===== src/rtl/incubator_ctrl.sv =====
// Incubator climate controller: hysteretic IDLE/HEAT/COOL mode FSM with a minimum dwell,
// a sensor-range FAULT mode with a debounced exit, and a stepped cooler fan level.
module incubator_ctrl #(
  parameter int TW          = 8,
  parameter int RW          = 4,
  parameter int HEAT_ON     = 15,
  parameter int HEAT_OFF    = 30,
  parameter int COOL_ON     = 35,
  parameter int COOL_OFF    = 25,
  parameter int FAN_LEVELS  = 3,
  parameter int FAN_STEP    = 5,
  parameter int RPS_BASE    = 2,
  parameter int RPS_INC     = 2,
  parameter int MIN_DWELL   = 4,
  parameter int T_MIN       = -40,
  parameter int T_MAX       = 100,
  parameter int FAULT_CLEAR = 3
) (
  input  logic                 clk,
  input  logic                 reset,
  input  logic                 t_valid,
  input  logic signed [TW-1:0] T,
  output logic                 heater_on,
  output logic                 cooler_on,
  output logic [RW-1:0]        cooler_rps,
  output logic [1:0]           mode,
  output logic                 fault
);

  localparam int EW = TW + 4;
  localparam int LW = $clog2(FAN_LEVELS + 1);
  localparam int DW = $clog2(MIN_DWELL + 1);
  localparam int FW = $clog2(FAULT_CLEAR + 1);

  localparam logic signed [EW-1:0] P_HEAT_ON  = EW'(HEAT_ON);
  localparam logic signed [EW-1:0] P_HEAT_OFF = EW'(HEAT_OFF);
  localparam logic signed [EW-1:0] P_COOL_ON  = EW'(COOL_ON);
  localparam logic signed [EW-1:0] P_COOL_OFF = EW'(COOL_OFF);
  localparam logic signed [EW-1:0] P_FAN_STEP = EW'(FAN_STEP);
  localparam logic signed [EW-1:0] P_T_MIN    = EW'(T_MIN);
  localparam logic signed [EW-1:0] P_T_MAX    = EW'(T_MAX);
  localparam logic signed [EW-1:0] P_TWO      = EW'(2);

  typedef enum logic [1:0] {
    ST_IDLE  = 2'b00,
    ST_COOL  = 2'b01,
    ST_HEAT  = 2'b10,
    ST_FAULT = 2'b11
  } state_t;

  state_t          r_mode;
  logic [LW-1:0]   r_lvl;
  logic [DW-1:0]   r_dwell;
  logic [FW-1:0]   r_fcnt;

  state_t          w_nxt_mode;
  logic [LW-1:0]   w_nxt_lvl;
  logic [FW-1:0]   w_nxt_fcnt;
  logic [DW-1:0]   w_nxt_dwell;
  logic [RW-1:0]   w_nxt_rps;

  logic signed [EW-1:0] w_t_ext;
  logic signed [EW-1:0] w_lvl_s;
  logic signed [EW-1:0] w_up_thr;
  logic signed [EW-1:0] w_dn_thr;
  logic                 w_oor;
  logic                 w_dwell_ok;
  logic                 w_raise;
  logic                 w_lower;

  // Widened threshold arithmetic so extreme samples cannot wrap around
  assign w_t_ext    = {{4{T[TW-1]}}, T};
  assign w_lvl_s    = EW'(r_lvl);
  assign w_up_thr   = P_COOL_ON + w_lvl_s * P_FAN_STEP;
  assign w_dn_thr   = P_COOL_ON + (w_lvl_s - P_TWO) * P_FAN_STEP;
  assign w_oor      = (w_t_ext < P_T_MIN) || (w_t_ext > P_T_MAX);
  assign w_dwell_ok = (r_dwell == DW'(MIN_DWELL));
  assign w_raise    = (r_lvl < LW'(FAN_LEVELS)) && (w_t_ext > w_up_thr);
  assign w_lower    = (r_lvl >= LW'(2)) && (w_t_ext < w_dn_thr);
  assign mode       = r_mode;

  // Next-state decision: fault check first, then dwell-gated mode moves, then fan steps
  always_comb begin
    w_nxt_mode = r_mode;
    w_nxt_lvl  = r_lvl;
    w_nxt_fcnt = r_fcnt;
    if (t_valid) begin
      if (w_oor) begin
        w_nxt_mode = ST_FAULT;
        w_nxt_lvl  = LW'(0);
        w_nxt_fcnt = FW'(0);
      end else begin
        case (r_mode)
          ST_IDLE: begin
            if (w_dwell_ok && (w_t_ext < P_HEAT_ON)) begin
              w_nxt_mode = ST_HEAT;
            end else if (w_dwell_ok && (w_t_ext > P_COOL_ON)) begin
              w_nxt_mode = ST_COOL;
              w_nxt_lvl  = LW'(1);
            end else begin
              w_nxt_mode = ST_IDLE;
            end
          end
          ST_HEAT: begin
            if (w_dwell_ok && (w_t_ext > P_HEAT_OFF)) begin
              w_nxt_mode = ST_IDLE;
            end else begin
              w_nxt_mode = ST_HEAT;
            end
          end
          ST_COOL: begin
            if (w_dwell_ok && (w_t_ext < P_COOL_OFF)) begin
              w_nxt_mode = ST_IDLE;
              w_nxt_lvl  = LW'(0);
            end else if (w_raise) begin
              w_nxt_lvl = r_lvl + LW'(1);
            end else if (w_lower) begin
              w_nxt_lvl = r_lvl - LW'(1);
            end else begin
              w_nxt_lvl = r_lvl;
            end
          end
          ST_FAULT: begin
            if (r_fcnt == FW'(FAULT_CLEAR - 1)) begin
              w_nxt_mode = ST_IDLE;
              w_nxt_fcnt = FW'(0);
            end else begin
              w_nxt_fcnt = r_fcnt + FW'(1);
            end
          end
          default: begin
            w_nxt_mode = ST_IDLE;
            w_nxt_lvl  = LW'(0);
            w_nxt_fcnt = FW'(0);
          end
        endcase
      end
    end else begin
      w_nxt_mode = r_mode;
      w_nxt_lvl  = r_lvl;
      w_nxt_fcnt = r_fcnt;
    end
  end

  // Dwell counter and fan speed derived from the next state
  always_comb begin
    w_nxt_dwell = r_dwell;
    w_nxt_rps   = {RW{1'b0}};
    if (w_nxt_mode != r_mode) begin
      w_nxt_dwell = DW'(0);
    end else if (r_dwell != DW'(MIN_DWELL)) begin
      w_nxt_dwell = r_dwell + DW'(1);
    end else begin
      w_nxt_dwell = r_dwell;
    end
    if (w_nxt_lvl == LW'(0)) begin
      w_nxt_rps = {RW{1'b0}};
    end else begin
      w_nxt_rps = RW'(RPS_BASE + RPS_INC * int'(w_nxt_lvl));
    end
  end

  // State and registered actuator outputs
  always_ff @(posedge clk or negedge reset) begin
    if (!reset) begin
      r_mode     <= ST_IDLE;
      r_lvl      <= LW'(0);
      r_dwell    <= DW'(0);
      r_fcnt     <= FW'(0);
      heater_on  <= 1'b0;
      cooler_on  <= 1'b0;
      cooler_rps <= {RW{1'b0}};
      fault      <= 1'b0;
    end else begin
      r_mode     <= w_nxt_mode;
      r_lvl      <= w_nxt_lvl;
      r_dwell    <= w_nxt_dwell;
      r_fcnt     <= w_nxt_fcnt;
      heater_on  <= (w_nxt_mode == ST_HEAT);
      cooler_on  <= (w_nxt_mode == ST_COOL);
      cooler_rps <= w_nxt_rps;
      fault      <= (w_nxt_mode == ST_FAULT);
    end
  end

endmodule


===== config.mk =====
export PLATFORM = sky130hd
export DESIGN_NAME = incubator_ctrl
export DESIGN_NICKNAME = d
export VERILOG_FILES = /design/src/rtl/incubator_ctrl.sv
export SDC_FILE = /design/constraint.sdc
export NUM_CORES = 1
export LEC_CHECK = 0
export ABC_AREA = 1
export CORE_MARGIN = 2
export CORE_UTILIZATION = 45
export CTS_CLUSTER_DIAMETER = 120
export DETAILED_ROUTE_END_ITERATION = 8
export DONT_BUFFER_PORTS = 1
export GPL_ROUTABILITY_DRIVEN = 0
export SLEW_MARGIN = 20
export SYNTH_ARGS = -nofsm -noshare
export SYNTH_HDL_FRONTEND = slang
export SYNTH_SLANG_ARGS = --single-unit

===== constraint.sdc =====
create_clock -name clk -period 4 [get_ports clk]
set_input_delay 0.6 -clock clk [delete_from_list [all_inputs] [get_ports clk]]
set_output_delay 0.6 -clock clk [all_outputs]
set_load 0.005 [all_outputs]

==> results by group <==
Layout
  – Post-route design area: 1460 sq um
  – Final Core Density: 49.1%
  – Most common cell after layout, fill and taps aside: nand2_1
  – Syn-to-layout area delta: 5.80%
  – Most frequent cells in the layout: 53 x nand2_1, 33 x inv_1, 20 x nor2_1, 20 x ha_1, 15 x dfrtp_1
  – Share of layout cells above drive strength 1: 12.9%
  – Number of diodes: 0
  – Nets: 234

Critical path
  – Crit Path Category: reg2reg
  – Crit path top cell by count: nand2_1
  – WP data required: 4.18 ns
  – Critical Path End Type: register
  – Crit-path slowest cell: dfrtp_1
  – CP top delay family: adder cells
  – Buf+Inv Stages, Crit Path: 4
  – R2R Setup Slk: 1.32 ns
  – Highest net fanout along the worst path: 8
  – Worst path cell trace: inv_1 > ha_1 > inv_1 > ha_1 > nand2_1 > inv_1 > nand2_1 > nand2_1 > nand2_1 > nand2_1 > nand4_2 > o21a_1 > nand2_1 > nand2_1 > nand2_1 > nand2_1 > ha_1 > inv_1
  – CP peak stage delay: 0.48 ns
  – Startpoint types: register
  – CP arrival: 2.85 ns

Route
  – Via count: 1,204
  – Routed len/inst: 11.9 microns
  – Antenna Violating Nets Remaining: 0
  – DRC viols: 0
  – WL final: 2790 microns
  – DRT iter0 DRCs: 72
  – Via density: 5.12
  – Pre-antenna DRT Iters: 4

Logic synthesis
  – #FFs+latches synth: 15
  – Synth Instances: 197
  – Yosys Warn Count: 0
  – Ys async rst share: 100%
  – Register area share after synthesis: 27.2%
  – Number of flops mapped to enable cells by yosys: 0
  – Avg Synthesized Cell Area: 7.01 sq um
  – Post-Syn Area: 1380 sq um
  – Syn nets: 228
  – Main synth FF type: dfrtp_1
  – Synth unique cells: 28

STA
  – Final Hold Vio Count: 0
  – Fin crit share: 66.9%
  – Fmax: 0.374 GHz
  – Slew Viols, Final: 0
  – Clock Skew: 0.00141 ns
  – Final setup vio count: 0
  – Setup TNS: 0 ns
  – Tmin final: 2.68 ns
  – Unrepaired setup endpoints after global routing: no

Floorplan
  – Die Ht: 59.4 microns
  – Die X: 59.4 microns
  – Die ar.: 3530 sq um
  – # rows: 20
  – I/O pins: 20
  – Core box area: 2980 sq um
  – Starting density of the core: 46.4%

CTS
  – Clk sinks: 15
  – # H-tree levels: 1
  – CTS max path bufs: 2
  – CTS tree: built
  – Hold buffers post-CTS: 2
  – Setup bufs post-CTS: 0
  – Clk slew on worst S/H paths: 0.08 ns
  – Clock root buffer: clkbuf_4
  – TritonCTS Buffers: 3
  – Worst skew pair latency: 0.27 ns
  – Post-cts resize count: 0

Global route
  – First-pass GRT wire length: 4920 microns
  – Global route overflow: 0
  – Gr usage total: 18.1%
  – Initial antenna violation count: 0
  – Largest net degree at the start of global routing: 10
  – Number of global-route vias before repair: 1,197

Pwr
  – Cell Pwr Density: 491 nW/um^2
  – Maximum vdd ir drop: 0.233 mV
  – Static leakage power: 0.805 nW

Placed design
  – Buffers on Ports: 0
  – Final HPWL DP: 2300 microns
  – Placed Area: 1420 sq um

Min path
  – Hold crit path type: in2reg

Status
  – Status: finished, final reports clean

Job
  – MaxCap Viol Count: 0
[cells by family (layout without fill, tap and decap cells)]
family          Yosys count  after routing  synth area share (%)
simple gates            102            102                  34.0
buf+inv                  39             44                  10.9
fa+ha+maj                20             20                  18.1
compound gates           18             18                  8.33
flops                    15             15                  27.2
xor+xnor                  2              2                  1.27
other cells               1              1                 0.271
[through the flow]
| stage | setup slack (ns) | instances | hold WS, ns | total power, mW |
|---|---|---|---|---|
| after floorplan | 1.61 | 197 | 0.304 | 0.557 |
| after global placement | 1.44 | 229 | 0.305 | 0.620 |
| after detailed placement | 1.34 | 229 | 0.305 | 0.635 |
| after CTS | 1.33 | 235 | 0.449 | 0.725 |
| after global routing | 1.05 | 235 | 0.457 | 0.803 |
| final | 1.32 | 235 | 0.456 | 0.718 |
[final timing paths]
kind / start / end / depth (start not counted)
setup / recovery: r_lvl[1] / cooler_rps[2] / 18
hold / removal: t_valid / mode[0] / 2
setup reg to reg: r_lvl[1] / cooler_rps[2] / 18
hold reg to reg: r_fcnt[0] / r_fcnt[0] / 1
max in group asynchronous: reset / cooler_rps[2] / 1
min in group asynchronous: reset / r_dwell[2] / 1
[cell usage after synthesis, types with 2 or more instances]
| cell | number | area [sq um] |
|---|---|---|
| nand3_1 | 7 | 35.0 |
| o21a_1 | 2 | 15.0 |
| nand4_1 | 4 | 25.0 |
| a21oi_1 | 5 | 25.0 |
| nand2_1 | 53 | 199 |
| nand2_2 | 6 | 37.5 |
| nand3_2 | 4 | 40.0 |
| o21ai_0 | 4 | 20.0 |
| xor2_1 | 2 | 17.5 |
| nor2_2 | 2 | 12.5 |
| dfrtp_1 | 15 | 375 |
| o21ai_2 | 2 | 17.5 |
| inv_2 | 5 | 18.8 |
| nor2_1 | 20 | 75.1 |
| inv_1 | 33 | 124 |
| nor3_1 | 2 | 10.0 |
| ha_1 | 20 | 250 |
[report_power, final]
group / internal, mW / switching [mW]
Combinational: 0.147 / 0.229
Clock: 0.0387 / 0.0427
Sequential: 0.208 / 0.0519
[flip-flops by register name (all words and copies together), names as in the netlist]
signal and cells:
r_fcnt 2, fault 1, mode 2, cooler_on 1, heater_on 1, cooler_rps 3, r_dwell 3, r_lvl 2
[final cells by class]
type,instances,area [sq um]
sequential,15,375
multi-input combinational,143,856
timing repair buffer,2,20.0
tap,33,41.3
clock buffer,4,26.3
inverter,38,143
fill,294,1520
[routing by layer]
metal | share of wire, % | track usage, %
met5 | 0 | 0
met4 | 1.1 | 7.47
met3 | 6.5 | 2.40
met2 | 48 | 31.1
met1 | 44 | 22.6
(Power assumes the default switching activity.)
